===== config.mk =====
export PLATFORM = sky130hd
export DESIGN_NAME = pwm_duty_sequencer
export DESIGN_NICKNAME = d
export VERILOG_FILES = /design/src/rtl/pwm_duty_sequencer.sv
export SDC_FILE = /design/constraint.sdc
export NUM_CORES = 1
export LEC_CHECK = 0
export CAP_MARGIN = 20
export CORE_MARGIN = 2
export CORE_UTILIZATION = 55
export DETAILED_ROUTE_END_ITERATION = 16
export PLACE_DENSITY = 0.77
export SKIP_CTS_REPAIR_TIMING = 1
export SLEW_MARGIN = 20
export SYNTH_ARGS = -nofsm -noshare
export SYNTH_HDL_FRONTEND = slang
export SYNTH_SLANG_ARGS = --single-unit

===== constraint.sdc =====
create_clock -name clk_3125KHz -period 3.19 [get_ports clk_3125KHz]
set_input_delay 0.638 -clock clk_3125KHz [delete_from_list [all_inputs] [get_ports clk_3125KHz]]
set_output_delay 0.638 -clock clk_3125KHz [all_outputs]
set_load 0.02 [all_outputs]

===== src/rtl/pwm_duty_sequencer.sv =====
// Builds the 4-bit duty word for pwm_generator (static, triangle or sawtooth) in lock-step with its 16-clock frame.
// All outputs registered; duty only moves on frame boundaries; enable=0 freezes every counter and output pulse.
module pwm_duty_sequencer #(
    parameter int STEP_FRAMES = 4,
    parameter int HOLD_FRAMES = 8,
    parameter int DUTY_MIN    = 0,
    parameter int DUTY_MAX    = 15
) (
    input  logic       clk_3125KHz,
    input  logic       reset,
    input  logic       enable,
    input  logic [1:0] mode,
    input  logic [3:0] static_duty,
    output logic [3:0] duty_cycle,
    output logic       frame_start,
    output logic       ramp_dir,
    output logic       cycle_done
);

    localparam int SW = (STEP_FRAMES > 1) ? $clog2(STEP_FRAMES) : 1;
    localparam int HW = (HOLD_FRAMES > 0) ? $clog2(HOLD_FRAMES + 1) : 1;
    localparam logic [SW-1:0] STEP_LAST = SW'(STEP_FRAMES - 1);
    localparam logic [HW-1:0] HOLD_LAST = HW'(HOLD_FRAMES);
    localparam logic [3:0]    D_MIN     = 4'(DUTY_MIN);
    localparam logic [3:0]    D_MAX     = 4'(DUTY_MAX);

    typedef enum logic [2:0] {
        ST_IDLE, ST_STATIC, ST_RAMP_UP, ST_HOLD_TOP, ST_RAMP_DOWN, ST_HOLD_BOT
    } state_t;

    state_t          state, state_nxt, cur;
    logic [3:0]      frame_cnt;
    logic [3:0]      duty_nxt;
    logic [SW-1:0]   step_cnt, step_nxt;
    logic [HW-1:0]   hold_cnt, hold_nxt;
    logic            dir_nxt, done_evt;
    logic            boundary, ramp_mode, saw_mode;
    logic            fs_d, cd_d;

    assign boundary  = enable && (frame_cnt == 4'd15);
    assign ramp_mode = (mode == 2'b01) || (mode == 2'b10);
    assign saw_mode  = (mode == 2'b10);

    always_ff @(posedge clk_3125KHz) begin
        if (reset) begin
            state       <= ST_IDLE;
            frame_cnt   <= '0;
            step_cnt    <= '0;
            hold_cnt    <= '0;
            duty_cycle  <= '0;
            frame_start <= 1'b0;
            ramp_dir    <= 1'b1;
            cycle_done  <= 1'b0;
        end else if (enable) begin
            frame_cnt   <= frame_cnt + 4'd1;
            state       <= state_nxt;
            step_cnt    <= step_nxt;
            hold_cnt    <= hold_nxt;
            duty_cycle  <= duty_nxt;
            ramp_dir    <= dir_nxt;
            frame_start <= fs_d;
            cycle_done  <= cd_d;
        end else begin
            frame_start <= 1'b0;
            cycle_done  <= 1'b0;
        end
    end

    // One boundary may chain: normalise state, leave a hold, then take a ramp step.
    always_comb begin
        cur       = state;
        state_nxt = state;
        duty_nxt  = duty_cycle;
        step_nxt  = step_cnt;
        hold_nxt  = hold_cnt;
        dir_nxt   = ramp_dir;
        done_evt  = 1'b0;
        if (boundary) begin
            if (!ramp_mode) begin
                cur      = ST_STATIC;
                duty_nxt = static_duty;
                step_nxt = '0;
                hold_nxt = '0;
            end else begin
                if (cur == ST_IDLE || cur == ST_STATIC) begin
                    cur      = ST_RAMP_UP;
                    dir_nxt  = 1'b1;
                    step_nxt = '0;
                    hold_nxt = '0;
                    if (int'(duty_cycle) < DUTY_MIN)
                        duty_nxt = D_MIN;
                    else if (int'(duty_cycle) > DUTY_MAX)
                        duty_nxt = D_MAX;
                end else if (saw_mode && cur != ST_RAMP_UP) begin
                    cur      = ST_RAMP_UP;
                    dir_nxt  = 1'b1;
                    hold_nxt = '0;
                end

                if (cur == ST_HOLD_TOP) begin
                    if (hold_cnt == HOLD_LAST) begin
                        hold_nxt = '0;
                        cur      = ST_RAMP_DOWN;
                        dir_nxt  = 1'b0;
                    end else begin
                        hold_nxt = hold_cnt + 1'b1;
                    end
                end else if (cur == ST_HOLD_BOT) begin
                    if (hold_cnt == HOLD_LAST) begin
                        hold_nxt = '0;
                        cur      = ST_RAMP_UP;
                        dir_nxt  = 1'b1;
                        done_evt = 1'b1;
                    end else begin
                        hold_nxt = hold_cnt + 1'b1;
                    end
                end

                if (cur == ST_RAMP_UP) begin
                    if (saw_mode) begin
                        if (step_nxt == STEP_LAST) begin
                            step_nxt = '0;
                            if (int'(duty_nxt) >= DUTY_MAX) begin
                                duty_nxt = D_MIN;
                                done_evt = 1'b1;
                            end else begin
                                duty_nxt = duty_nxt + 4'd1;
                            end
                        end else begin
                            step_nxt = step_nxt + 1'b1;
                        end
                    end else if (int'(duty_nxt) >= DUTY_MAX || step_nxt == STEP_LAST) begin
                        if (int'(duty_nxt) < DUTY_MAX) begin
                            step_nxt = '0;
                            duty_nxt = duty_nxt + 4'd1;
                        end
                        if (int'(duty_nxt) >= DUTY_MAX) begin
                            if (HOLD_FRAMES == 0) begin
                                cur     = ST_RAMP_DOWN;
                                dir_nxt = 1'b0;
                            end else begin
                                cur      = ST_HOLD_TOP;
                                hold_nxt = '0;
                            end
                        end
                    end else begin
                        step_nxt = step_nxt + 1'b1;
                    end
                end else if (cur == ST_RAMP_DOWN) begin
                    if (int'(duty_nxt) <= DUTY_MIN || step_nxt == STEP_LAST) begin
                        if (int'(duty_nxt) > DUTY_MIN) begin
                            step_nxt = '0;
                            duty_nxt = duty_nxt - 4'd1;
                        end
                        if (int'(duty_nxt) <= DUTY_MIN) begin
                            if (HOLD_FRAMES == 0) begin
                                cur      = ST_RAMP_UP;
                                dir_nxt  = 1'b1;
                                done_evt = 1'b1;
                            end else begin
                                cur      = ST_HOLD_BOT;
                                hold_nxt = '0;
                            end
                        end
                    end else begin
                        step_nxt = step_nxt + 1'b1;
                    end
                end
            end
            state_nxt = cur;
        end
    end

    always_comb begin
        fs_d = (frame_cnt == 4'd15);
        cd_d = boundary && done_evt;
    end

endmodule


==> flow_metrics.env <==
export IMPL_numCtsBuffers=3
export IMPL_synth_ff_latch_count=20
export IMPL_top_level_ports=16
export IMPL_first_pass_iters=6
export IMPL_rows=19
export IMPL_worst_endpoint_required_ps=3390
export IMPL_cts_sinks=20
export IMPL_grt_max_degree=19
export IMPL_switching_share_pct=24.3
export IMPL_ant_nets=0
export IMPL_ys_types=54
export IMPL_cts_root_buf="clkbuf_4"
export IMPL_path_cells="ha_1 -> and3_1 -> inv_2 -> ha_1 -> a2111oi_1 -> a22oi_2 -> a31oi_1 -> mux2i_1"
export IMPL_overflow=0
export IMPL_tightest_slew_ps=594
export IMPL_ir_drop_mv=0.236
export IMPL_setup_violations=0
export IMPL_cts_tree="built"
export IMPL_crit_fanout=8
export IMPL_grt_pass1_vias=1479
export IMPL_ys_flop_type="dfxtp_1"
export IMPL_p_clk_share_pct=33.2
export IMPL_finalHoldViolations=0
export IMPL_cp_start_kind="flip-flop"
export IMPL_syn_area_um2=1620
export IMPL_status="finished, final reports clean"
export IMPL_ys_async_sr_fraction_pct=0
export IMPL_fp_coreArea_um2=2780
export IMPL_period_share_pct=85.4
export IMPL_hold_class="reg -> reg"
export IMPL_comb_power_share_pct=10.9
export IMPL_htreeDepth=1
export IMPL_drc_errors=0
export IMPL_via_per_inst=6.25
export IMPL_power_density_nw_per_um2=250
export IMPL_cp_common_cell="ha_1"
export IMPL_antennaDiodeCount=0
export IMPL_start_util_pct=58.2
export IMPL_num_vias=1588
export IMPL_power_leakage_uw=0.000714
export IMPL_die_area_um2=3390
export IMPL_wire_per_inst_um=15.3
export IMPL_grt_pass1_wl_um=6770
export IMPL_cts_max_path_buffers=2
export IMPL_yosys_warnings=0
export IMPL_met2_usage_pct=41.7
export IMPL_clkLatencyLatePin_ps=310
export IMPL_p_int_uw=345
export IMPL_n_fill_cell=250
export IMPL_fp_dieW_um=58.3
export IMPL_max_freq_ghz=0.367
export IMPL_port_buffers=15
export IMPL_fin_tns_setup_ps=0
export IMPL_place_congestion=0.871
export IMPL_top_usage_layer="met2"
export IMPL_setup_worst_path_class="reg -> reg"
export IMPL_worstPathArrival_ps=2920
export IMPL_critPathMaxStageDelay_ps=530
export IMPL_yosysSeqAreaShare_pct=24.7
export IMPL_die_height_um=58.3
export IMPL_finalCriticalPeriod_ps=2720
export IMPL_use_met1_pct=35.4
export IMPL_clk_transition_reported_paths_ps=110
export IMPL_rsz0062_at_grt="false"
export IMPL_area_growth_pct=12.9
export IMPL_antenna_found_initial=0
export IMPL_hpwl_um=2900
export IMPL_switching_power_uw=111
export IMPL_critical_path_endpoint_type="flip-flop"
export IMPL_multi_input_comb_area_um2=1120
export IMPL_relSlewSlack_pct=60.4
export IMPL_drive_above_1_share_pct=8.52
export IMPL_crit_path_top_delay_cell="dfxtp_1"
export IMPL_seq_area_um2=400
export IMPL_final_max_slew_violation_count=0
export IMPL_syn_area_per_cell_um2=7.64
export IMPL_drtIter0Drc=60
export IMPL_nNetsFinal=242
export IMPL_synth_edff_count=0
export IMPL_grt_use_total_pct=25.3
export IMPL_fin_skew_ps=1.08
export IMPL_finish_utilization_pct=65.7
export IMPL_max_cap_violations=0
export IMPL_netlist_instances=212
export IMPL_power_frac_seq_pct=55.8
export IMPL_synth_fp_nets=230
export IMPL_routed_wl_um=3880
export IMPL_grt_use_met3_pct=3.35
## routing by layer
metal / vias up / share of wire [%]
met5: - / 0
met4: 0 / 0.80
met3: 4 / 5.1
met2: 37 / 48
met1: 748 / 46
li1: 799 / -
## critical path, delay by kind of cell (launching register included)
family | cells | cell delay, ps
AOI/OAI and AO/OA | 3 | 890
DFF | 1 | 530
adders and majority gates | 2 | 660
muxes | 1 | 120
and+or+nand+nor | 1 | 310
buffers and inverters | 1 | 110
## layout make-up
cell class / instances / share of cell area, %
inverter: 12 / 2.46
multi-input combinational: 167 / 61.3
tap: 31 / 2.12
sequential: 20 / 21.9
timing repair buffer: 20 / 10.3
clock buffer: 4 / 1.98
## power groups by stage
stage,Clock [uW],Sequential [uW],Combinational [uW]
final,152,255,49.9
after global routing,167,255,54.9
after CTS,155,255,49.3
after detailed placement,0,260,49.2
after global placement,0,260,47.8
after floorplan,0,260,31.7
## sequential cells by signal (all words and copies together), names as in the netlist
| signal | flops |
|---|---|
| step_cnt | 2 |
| duty_cycle | 4 |
| hold_cnt | 4 |
| frame_start | 1 |
| ramp_dir | 1 |
| frame_cnt | 4 |
| cycle_done | 1 |
| state | 3 |
## cells in the mapped netlist, types with 3 or more instances
master / n / area (um^2)
inv_1: 11 / 41.3
nor2b_1: 5 / 31.3
nand4_1: 4 / 25.0
nor2_1: 25 / 93.8
o21ai_0: 13 / 65.1
mux2i_1: 3 / 30.0
nand2_1: 15 / 56.3
nand3_1: 3 / 15.0
o21bai_1: 3 / 22.5
a211oi_1: 3 / 22.5
xor2_1: 3 / 26.3
nor3_1: 7 / 35.0
a21oi_1: 15 / 75.1
nand3b_1: 5 / 37.5
o211ai_1: 3 / 22.5
dfxtp_1: 20 / 400
clkbuf_1: 11 / 41.3
nand2b_1: 7 / 43.8
a31oi_1: 7 / 43.8
ha_1: 9 / 113
## worst paths after layout
path / from / depth (start not counted) / endpoint / slack [ps]
max: duty_cycle[1] / 8 / hold_cnt[0] / 470
min: step_cnt[0] / 2 / step_cnt[0] / 490
max reg2reg: duty_cycle[1] / 8 / hold_cnt[0] / 470
min reg2reg: step_cnt[0] / 2 / step_cnt[0] / 490
## stage by stage
step / power [uW] / setup slack (ps) / std cells / instance area [um^2] / hold WS (ps)
floorplan: 292 / 825 / 212 / 1620 / 428
global placement: 308 / 548 / 250 / 1790 / 461
detailed placement: 310 / 360 / 250 / 1790 / 468
CTS: 459 / 515 / 254 / 1830 / 493
global route: 477 / 252 / 254 / 1830 / 503
finish: 456 / 466 / 254 / 1830 / 486
## cell usage in the layout, fill, tap and decap left out, types with 2 or more instances in the layout
cell             count
a31oi_1              7
and2_1               2
nor2_1              25
nand2b_1             7
dfxtp_1             20
ha_1                 9
nor3_1               7
inv_1               11
nand3_1              3
a21o_1               2
nand2_1             15
and3_1               2
a211oi_1             3
buf_4                5
clkbuf_4             3
xor2_1               3
o211ai_1             3
nand3b_1             5
o21ai_0             13
nand4_1              4
xnor2_1              2
a21oi_1             15
nor2b_1              5
a22oi_2              2
clkdlybuf4s50_1     15
mux2i_1              3
and4_1               2
o21bai_1             3
## logic make-up (layout without fill, tap and decap cells)
logic type | count (synthesis) | in the layout | synth area share (%)
adder cells (fa/ha/maj) | 9 | 9 | 6.96
buffers and inverters | 25 | 36 | 6.10
multiplexers | 3 | 3 | 1.85
flip-flops | 20 | 20 | 24.7
AND/OR/NAND/NOR | 84 | 84 | 28.2
XOR/XNOR | 5 | 5 | 2.71
AO/OA/AOI/OAI | 66 | 66 | 29.4
(Power assumes the default switching activity.)
